### config.mk
export PLATFORM = sky130hd
export DESIGN_NAME = opponent_state_decoder
export DESIGN_NICKNAME = d
export VERILOG_FILES = /design/src/rtl/opponent_state_decoder.sv
export SDC_FILE = /design/constraint.sdc
export NUM_CORES = 1
export LEC_CHECK = 0
export CAP_MARGIN = 0
export CORE_MARGIN = 2
export CORE_UTILIZATION = 45
export DETAILED_ROUTE_END_ITERATION = 6
export PLACE_DENSITY = 0.82
export SLEW_MARGIN = 20
export SYNTH_ARGS = -nofsm -noshare
export SYNTH_HDL_FRONTEND = slang
export SYNTH_SLANG_ARGS = --single-unit
### constraint.sdc
create_clock -name clk_in -period 2.7 [get_ports clk_in]
set_input_delay 0.54 -clock clk_in [delete_from_list [all_inputs] [get_ports clk_in]]
set_output_delay 0.54 -clock clk_in [all_outputs]
set_load 0.1 [all_outputs]
### src/rtl/opponent_state_decoder.sv
// opponent_state_decoder
//   Validates 44-bit game words from the opponent link, holds the last
//   accepted opponent state, and tracks link liveness.
//
// Ports:
//   clk_in            system clock
//   rst_in            synchronous active-high reset
//   axiov_in          received-word valid
//   axiod_in[43:0]    received game word
//                     x=[43:33] y=[31:21] dir=[19:11] game=[7:5] reset=[3]
//                     bits 32, 20, 10:8, 4, 2:0 must be zero
//   opp_x_out[10:0]   held opponent x
//   opp_y_out[10:0]   held opponent y
//   opp_dir_out[8:0]  held opponent direction, degrees
//   opp_game_out[2:0] held opponent game status
//   opp_reset_out     one-cycle pulse on a 0->1 edge of the held reset bit
//   update_out        one-cycle pulse when the held state changes
//   link_state_out    0=IDLE, 1=ACTIVE, 2=STALE
//   reject_count_out  saturating count of rejected words
//
// state  | meaning
// IDLE   | no word accepted since reset
// ACTIVE | words arriving; timer counts cycles since the last accept
// STALE  | no accept for STALE_CYCLES cycles; held values kept

module opponent_state_decoder #(
  parameter int STALE_CYCLES = 50_000_000,
  parameter int COORD_MAX    = 1024
) (
  input  logic        clk_in,
  input  logic        rst_in,
  input  logic        axiov_in,
  input  logic [43:0] axiod_in,
  output logic [10:0] opp_x_out,
  output logic [10:0] opp_y_out,
  output logic [8:0]  opp_dir_out,
  output logic [2:0]  opp_game_out,
  output logic        opp_reset_out,
  output logic        update_out,
  output logic [1:0]  link_state_out,
  output logic [7:0]  reject_count_out
);

  typedef enum logic [1:0] {
    IDLE   = 2'd0,
    ACTIVE = 2'd1,
    STALE  = 2'd2
  } link_t;

  localparam int             CW   = $clog2(STALE_CYCLES + 1);
  localparam logic [CW-1:0]  TC   = CW'(STALE_CYCLES - 1);
  localparam logic [11:0]    CMAX = 12'(COORD_MAX);

  link_t         state;
  logic [CW-1:0] timer;
  logic          have_word;
  logic          held_rst;

  logic [10:0]   w_x;
  logic [10:0]   w_y;
  logic [8:0]    w_dir;
  logic [2:0]    w_game;
  logic          w_rst;
  logic          rsvd_ok;
  logic          sampled;
  logic          fields_ok;
  logic          accept;
  logic          reject;
  logic          changed;
  logic [CW-1:0] timer_inc;
  logic          terminal;

  assign w_x    = axiod_in[43:33];
  assign w_y    = axiod_in[31:21];
  assign w_dir  = axiod_in[19:11];
  assign w_game = axiod_in[7:5];
  assign w_rst  = axiod_in[3];

  assign rsvd_ok = ~|{axiod_in[32], axiod_in[20], axiod_in[10:8],
                      axiod_in[4], axiod_in[2:0]};

  // An all-zero word is link filler: neither accepted nor rejected.
  assign sampled   = axiov_in && (|axiod_in);
  assign fields_ok = rsvd_ok && ({1'b0, w_x} < CMAX) && ({1'b0, w_y} < CMAX)
                     && (w_dir < 9'd360);
  assign accept    = sampled && fields_ok;
  assign reject    = sampled && !fields_ok;

  // The first word after reset always counts as a change.
  assign changed = !have_word || (w_x != opp_x_out) || (w_y != opp_y_out) ||
                   (w_dir != opp_dir_out) || (w_game != opp_game_out) ||
                   (w_rst != held_rst);

  // The timer goes stale on the edge where it would reach STALE_CYCLES-1.
  assign timer_inc = timer + CW'(1);
  assign terminal  = (timer_inc >= TC);

  assign link_state_out = state;

  always_ff @(posedge clk_in) begin
    if (rst_in) begin
      state            <= IDLE;
      timer            <= '0;
      have_word        <= 1'b0;
      held_rst         <= 1'b0;
      opp_x_out        <= '0;
      opp_y_out        <= '0;
      opp_dir_out      <= '0;
      opp_game_out     <= '0;
      opp_reset_out    <= 1'b0;
      update_out       <= 1'b0;
      reject_count_out <= '0;
    end else begin
      update_out    <= 1'b0;
      opp_reset_out <= 1'b0;

      if (reject && (reject_count_out != 8'hFF))
        reject_count_out <= reject_count_out + 8'd1;

      if (accept) begin
        // Accept beats a simultaneous timeout.
        opp_x_out     <= w_x;
        opp_y_out     <= w_y;
        opp_dir_out   <= w_dir;
        opp_game_out  <= w_game;
        held_rst      <= w_rst;
        have_word     <= 1'b1;
        update_out    <= changed;
        opp_reset_out <= w_rst && !held_rst;
        state         <= ACTIVE;
        timer         <= '0;
      end else begin
        case (state)
          ACTIVE: begin
            if (terminal) begin
              state <= STALE;
              timer <= '0;
            end else begin
              timer <= timer_inc;
            end
          end
          default: timer <= '0;
        endcase
      end
    end
  end

endmodule

# Word-level counts from Yosys, hierarchy flattened
# Cells that the tools add are included.
[totals]
ff_bits = 74
input_bits = 47
output_inout_bits = 46
[op_classes]
add_sub_neg = 2
magnitude_cmp = 4
eq_ne = 7
mux = 3
bitwise_logic = 2
reduce_logical = 26
[op_table]
columns = ["operator", "n"]
rows = [
  ["OR reduction 44 bit", 1],
  ["adder 26 x 1 -> 26 bit, second input constant", 1],
  [">= comparator 26 bit, second input constant", 1],
  ["< comparator 11 bit, second input constant", 2],
  ["inequality test 11 bit", 2],
  ["< comparator 9 bit, second input constant", 1],
  ["inequality test 9 bit", 1],
  ["OR reduction 9 bit", 1],
  ["adder 8 x 1 -> 8 bit, second input constant", 1],
  ["logical AND 1 bit", 8],
  ["inequality test 8 bit, second input constant", 1],
  ["logical OR 1 bit", 5],
  ["logical NOT 1 bit", 4],
  ["AND reduction 2 bit", 2],
  ["nonzero test 2 bit", 2],
  ["OR reduction 2 bit", 2],
  ["OR reduction 4 bit", 1],
  ["2-to-1 mux 1 bit", 3],
  ["inequality test 3 bit", 1],
  ["equality test 2 x 1 -> 1 bit, second input constant", 1],
  ["NOT 1 bit", 2],
  ["inequality test 1 bit", 1],
]

# Logic depth before layout (Yosys ltp)
# Gate-level depths: netlist of the first run.
[logic_depth]
depth_word = 8
depth_mapped = 10
depth_no_buf = 9

# Worst setup path after synthesis of the first run
# Ideal clock, no wire load.
[synth_timing]
path_kind = "register to register"
startpoint = "register reject_count_out[0]"
endpoint = "register reject_count_out[7]"
arrival_ns = 2.210
slack_ns = 0.423
stages_incl_launch_ff = 7
synth_period_minus_slack_ns = 2.277
cell_sequence = "dfxtp_1 -> ha_1 -> and3_1 -> a311oi_2 -> nand4_1 -> xor2_1 -> nor2_1"
[synth_via]
elab_chain_len = 2
[synth_rtl]
columns = ["element", "line", "source"]
rows = [
  ["start: declaration", "41", "output logic [7:0] reject_count_out"],
  ["start signal: assignment", "118", "reject_count_out <= reject_count_out + 8'd1;"],
  ["parallel branches: the longest is 2 deep, another holds adder 8 x 1 -> 8 bit", "-", ""],
]
# Several ways; the timed one is not identified.
# A chain may end at the register's enable or synchronous reset.

# Worst setup path in the final report of the first run
[layout_timing]
startpoint = "input port axiod_in[31]"
endpoint = "register timer[25]"
[layout_via]
elab_chain_len = 5
[layout_rtl]
columns = ["element", "line", "source"]
rows = [
  ["start: declaration", "33", "input logic [43:0] axiod_in,"],
  ["< comparator 11 bit", "84", "assign fields_ok = rsvd_ok && ({1'b0, w_x} < CMAX) && ({1'b0, w_y} < CMAX)"],
  ["logical AND 1 bit", "84", ""],
  ["logical AND 1 bit", "85", "&& (w_dir < 9'd360);"],
  ["logical AND 1 bit *", "86", "assign accept = sampled && fields_ok;"],
  ["OR reduction 4 bit (no source line) *", "-", ""],
  ["end signal: assignment", "139", "timer <= timer_inc;"],
  ["end: declaration", "55", "logic [CW-1:0] timer;"],
]
# Mark *: on every way between the ends. The rest lies on a longest branch, timed or not.

==> impl_metrics.toml, run 1 <==
[power_and_ir_drop]
p_switching_mw = 0.576
worst_ir_drop_vdd_mv = 0.320
p_int_mw = 1.66
clock_power_share_pct = 40.9
pwr-share-comb_pct = 10.0
p_per_area_nw_per_um2 = 428
power_leakage_nw = 1.96
power_frac_seq_pct = 49.1
switching_share_pct = 25.8

[synth]
synth_flop_cell = "dfxtp_1"
yosysWarningCount = 0
synth_area_leaders = "dfxtp_1 39%, mux2i_1 9.1%, nor2_1 7.5%, xnor2_1 7.2%, xor2_1 7.0%"
synth.largest_area_cell = "dfxtp_1"
synth_top_family_by_area = "simple AND/OR/NAND/NOR gates"
synth_edf_count = 0
synth_top_area_share_pct = 39.5
muxShareOfSynthArea_pct = 9.36
yosys.area_share.simple_pct = 25.8
synth-seq-cells = 74
ys_types = 53
syn_nets = 463
synth-compound-area-share_pct = 7.06
synth_area_sq_um = 3750
synth_xor_xnor_area_share_pct = 14.2
syn_avg_cell_area_sq_um = 9.11
synthCells = 412
yosysSeqAreaShare_pct = 39.5
async_reset_ff_share_pct = 0
synth_fa_ha_area_share_pct = 1.33

[sta]
period_minus_slack_ps = 2540
relSlewSlack_pct = 55.4
finalSetupTns_ps = 0
slew_violations = 0
fin_skew_ps = 18.0
setup_viol = 0
whs_ps = 486
finalHoldViolCount = 0
final.period_utilization_pct = 94.2
fmax_mhz = 393
rsz0062_at_grt = "false"
worst_pin_slew_ps = 669

[setup_path]
path_cells = "clkdlybuf4s50_1 -> nor4_1 -> buf_4 -> nand3_1 -> o41ai_2 -> buf_4 -> a211oi_4 -> nor2_1 -> o211ai_4 -> buf_4 -> nor2_1"
crit_end = "timer[25]"
start_kind = "input port"
required_ps = 2990
worstPathArrival_ps = 2830
rrSetupSlack_ps = 190
startpoint = "axiod_in[31]"
path_class = "input port to flip-flop"
regToRegStartpoint = "timer[3]"
crit_top_cell = "buf_4"
r2r-end = "timer[16]"
r2r_cells = 8
critical_path.endpoint_type = "flip-flop"
worst-path-max-fanout = 9
cpMaxStageDelayCell = "clkdlybuf4s50_1"
cp_slowest_stage_delay_ps = 420

[die]
die_area_sq_um = 9090
initial_core_util_pct = 46.2
die_w_microns = 95.3
coreArea_sq_um = 8130
die_h_microns = 95.3
io-pin-count = 93
fp-row-count = 33

[finish]
final_area_sq_um = 5220
layout_common_cells = "94 x buf_4, 74 x nor2_1, 74 x dfxtp_1, 46 x clkdlybuf4s50_1, 34 x mux2i_1"
insertedDiodeCount = 0
fill_cells = 637
post_route_cells_drive_above_1_share_pct = 23.5
nets = 599
final_common_cell = "buf_4"
area_growth_pct = 39.1
instances_no_fill = 658

[place]
gp_congestion = 0.830
dpl.cell_count = 642
place_area_sq_um = 5000
dp_hpwl_microns = 7410
portBuffers = 92

[clocking]
cts_buffers = 9
clockBufferDepth = 2
root_buffer = "clkbuf_8"
path_clk_slew_ps = 90
cts_tree = "built"
htreeDepth = 3
cts_setup_buffers = 0
clock-sinks = 74
clkLatencyLatePin_ps = 360
hold_buffers = 0
ctsResizeCount = 0

[worst_hold_path]
hp-class = "flip-flop to flip-flop"

[grt]
grt_remaining_overflow = 0
grt_pass1_wl_microns = 15900
grt_pass1_vias = 3424
grtUsageTotal_pct = 22.1
antenna_found_initial = 0
grt_max_degree = 49

[route]
vias = 3491
drt-total-wl_microns = 9850
postRouteAntennaNets = 0
drt-initial-drc-count = 133
routedWlPerCell_microns = 15.0
via_per_inst = 5.31
drc_errors = 0
drtPass1Iterations = 5

[run_status]
outcome = "finished clean"

[job]
cap_viol_max_count = 0
## power groups by stage
stage               clock network (mW)  logic, mW  registers [mW]
floorplan                            0     0.0473            1.15
global placement                     0      0.218            1.12
detailed placement                   0      0.221            1.12
CTS                              0.922      0.223            1.10
global route                     0.973      0.238            1.10
finish                           0.915      0.224            1.10
## sequential cells by signal (all words and copies together), names as in the netlist
signal,count
timer,26
opp_x_out,11
opp_y_out,11
opp_dir_out,9
reject_count_out,8
opp_game_out,3
link_state_out,2
have_word,1
held_rst,1
opp_reset_out,1
update_out,1
## Yosys cell counts (all sizes together), types with 2 or more instances
cell type   n
nor2       76
dfxtp      74
mux2i      34
xnor2      31
xor2       30
nand4      22
nor4       20
nand2      18
nand3      17
buf        10
and3        7
clkbuf      7
a21oi       5
nor3        5
o21ai       5
and2        4
ha          4
inv         4
nor3b       4
a211oi      3
and4        3
nand2b      3
a211o       2
a311oi      2
nand4b      2
nor2b       2
o211ai      2
o31ai       2
## kinds of logic after synthesis
kind of cell | after synthesis
AND/OR/NAND/NOR | 185
flip-flops | 74
XOR/XNOR | 61
multiplexers | 35
AO/OA/AOI/OAI | 32
buffers and inverters | 21
adder cells (fa/ha/maj) | 4
## cell type report
class / instances / area, sq um / share of cell area (%)
Inverter: 4 / 15.0 / 0.287
Tap cell: 105 / 131 / 2.51
Multi-Input combinational cell: 317 / 2190 / 42.0
Clock inverter: 7 / 82.6 / 1.58
Timing Repair Buffer: 142 / 1200 / 22.9
Sequential cell: 74 / 1480 / 28.4
Clock buffer: 9 / 124 / 2.37
## critical path: cells and delay by family
kind,cells,cell delay (ps)
AO/OA/AOI/OAI,3,550
buffers and inverters,4,970
AND/OR/NAND/NOR,4,790
## metal layers
layer,vias up,GRT usage [%],part of all wire [%]
li1,1731,-,-
met1,1629,28.8,45
met2,102,35.5,48
met3,29,4.35,4.3
met4,0,9.90,3.4
met5,-,0,0
## metrics by stage
| stage | power, mW | worst slack, ps | utilization (%) |
|---|---|---|---|
| 5_1_grt | 2.31 | 2.97 | 64.2 |
| 3_5_place_dp | 1.34 | -285 | 61.5 |
| 4_1_cts | 2.24 | 48.0 | 64.1 |
| 3_3_place_gp | 1.34 | -282 | 61.5 |
| 2_1_floorplan | 1.19 | 423 | - |
| 6_report | 2.24 | 156 | 64.2 |
## how the worst min path moves through the flow
| stage | start | slack (ps) | end | cells after the start |
|---|---|---|---|---|
| 6_report | have_word | 490 | have_word | 2 |
| 5_1_grt | opp_y_out[10] | 530 | opp_y_out[10] | 1 |
| 3_3_place_gp | have_word | 460 | have_word | 2 |
| 4_1_cts | have_word | 490 | have_word | 2 |
| 2_1_floorplan | have_word | 440 | have_word | 2 |
| 3_5_place_dp | have_word | 470 | have_word | 2 |
(Power assumes the default switching activity.)
==> inputs of run 2 (changes only) <==
CAP_MARGIN = unset   (was 0)
CORE_MARGIN = 10   (was 2)
PLACE_DENSITY = 0.74   (was 0.82)
==> run 2 against run 1 <==
  * Clock power down 8.6%
  * Highest routed layer unchanged
  * Utilization down 0.49 points
  * Critical path depth fell by 1
  * Critical path type unchanged
  * Sequential share of layout area up 0.075 points
  * Final area decreased by 0.26%
  * Routed wire length grew 8.8%
  * First-iteration DRC count rose by 8.3%
==> impl_metrics.toml, run 2 (synthesized netlist as in run 1, its figures left out) <==
[setup_path]
regToRegStartpoint = "timer[8]"
startpoint = "axiod_in[37]"
start_kind = "input port"
path_class = "input port to flip-flop"
worstPathArrival_ps = 2790
required_ps = 2980
r2r_cells = 8
critical_path.endpoint_type = "flip-flop"
worst-path-max-fanout = 6

[sta]
fmax_mhz = 399
period_minus_slack_ps = 2510
finalHoldViolCount = 0
slew_violations = 0
final.period_utilization_pct = 92.8
fin_skew_ps = 6.59
relSlewSlack_pct = 65.6
rsz0062_at_grt = "false"
setup_viol = 0
finalSetupTns_ps = 0
worst_pin_slew_ps = 511

[clocking]
clock-sinks = 74
htreeDepth = 3
clockBufferDepth = 2
path_clk_slew_ps = 80
cts_tree = "built"
cts_buffers = 9
hold_buffers = 0
clkLatencyLatePin_ps = 340
root_buffer = "clkbuf_8"

[job]
cap_viol_max_count = 0

[power_and_ir_drop]
p_switching_mw = 0.493
power_leakage_nw = 1.94
power_frac_seq_pct = 51.0
p_int_mw = 1.66
worst_ir_drop_vdd_mv = 0.229
pwr-share-comb_pct = 10.2
p_per_area_nw_per_um2 = 413
switching_share_pct = 22.9
clock_power_share_pct = 38.8
total_power_mw = 2.15

[die]
die_w_microns = 111
initial_core_util_pct = 45.9
io-pin-count = 93
fp-row-count = 33
die_area_sq_um = 12400
die_h_microns = 111
coreArea_sq_um = 8180

[route]
drtPass1Iterations = 4
drt-total-wl_microns = 10700
drt-initial-drc-count = 144
via_per_inst = 5.24
drc_errors = 0
vias = 3440
routedWlPerCell_microns = 16.3
postRouteAntennaNets = 0

[finish]
insertedDiodeCount = 0
final_common_cell = "buf_4"
area_growth_pct = 38.8
seq_area_sq_um = 1480
regMostFlops = "timer"
fill_cells = 691
nets = 598
final_area_sq_um = 5210
post_route_cells_drive_above_1_share_pct = 22.7
largest_register_ffs = 26
layout_common_cells = "92 x buf_4, 74 x nor2_1, 74 x dfxtp_1, 45 x clkdlybuf4s50_1, 34 x mux2i_1"
reg_top3 = "timer: 26 flops, opp_x_out: 11 flops, opp_y_out: 11 flops"
multi_input_area_sq_um = 2230

[place]
place_area_sq_um = 4960
dp_hpwl_microns = 8160
portBuffers = 92
gp_congestion = 0.855

[grt]
grtUsageTotal_pct = 16.7
gr-usage-met3_pct = 5.58
grt.met1_usage_pct = 19.9
grt_remaining_overflow = 0
grtUsageMet2_pct = 28.1
antenna_found_initial = 0
busiest_layer = "met2"
grt_max_degree = 49
grt_pass1_vias = 3559
grt_pass1_wl_microns = 17600

[worst_hold_path]
worstHoldStart = "have_word"
hp-class = "flip-flop to flip-flop"
whs_path_depth = 2

[run_status]
outcome = "finished clean"
run 2: what timing repair did:
action | in CTS | in global routing
gates resized for setup | 0 | 8
buffers inserted | 0 | 1
endpoints found under the setup margin | 0 | 62
run 2: worst max-delay path: stages:
cell	delay, ps
clkdlybuf4s50_1	460
nor4_1	340
buf_4	180
nand4_1	100
o41ai_2	330
buf_4	170
a211oi_4	50
nor2_4	220
o211ai_2	220
nor2_1	160
run 2: power by group through the flow:
stage / Sequential (mW) / Clock, mW / Combinational, mW
after floorplan: 1.15 / 0 / 0.0473
after global placement: 1.12 / 0 / 0.216
after detailed placement: 1.12 / 0 / 0.219
after CTS: 1.10 / 0.851 / 0.220
after global routing: 1.10 / 0.910 / 0.233
final: 1.10 / 0.836 / 0.219
run 2: worst paths after layout:
kind	slack, ps	endpoint
setup / recovery	190	timer[15]
hold / removal	490	have_word
hold reg to reg	490	have_word
setup reg to reg	210	timer[5]
run 2: per-layer routing:
metal / wire (microns) / vias to the layer above / share of wire, %
li1: - / 1733 / -
met3: 719 / 4 / 6.7
met1: 4610 / 1607 / 43
met5: 0 / - / 0
met4: 79 / 0 / 0.74
met2: 5320 / 96 / 50
run 2: cell type report:
class	count	area share (%)
repair buffers	139	22.4
clock buffers	12	2.79
flip-flops and latches	74	28.4
clock inverters	3	0.768
multi-input cells	319	42.8
well taps	105	2.52
inverters	4	0.288
run 2: metrics by stage:
stage	util [%]	hold slack, ps	instances	worst slack (ps)
5_1_grt	63.7	527	656	1.07
4_1_cts	62.9	487	653	9.11
3_5_place_dp	60.6	470	638	-330
6_report	63.7	490	656	193
2_1_floorplan	-	440	412	423
3_3_place_gp	60.6	453	638	-383
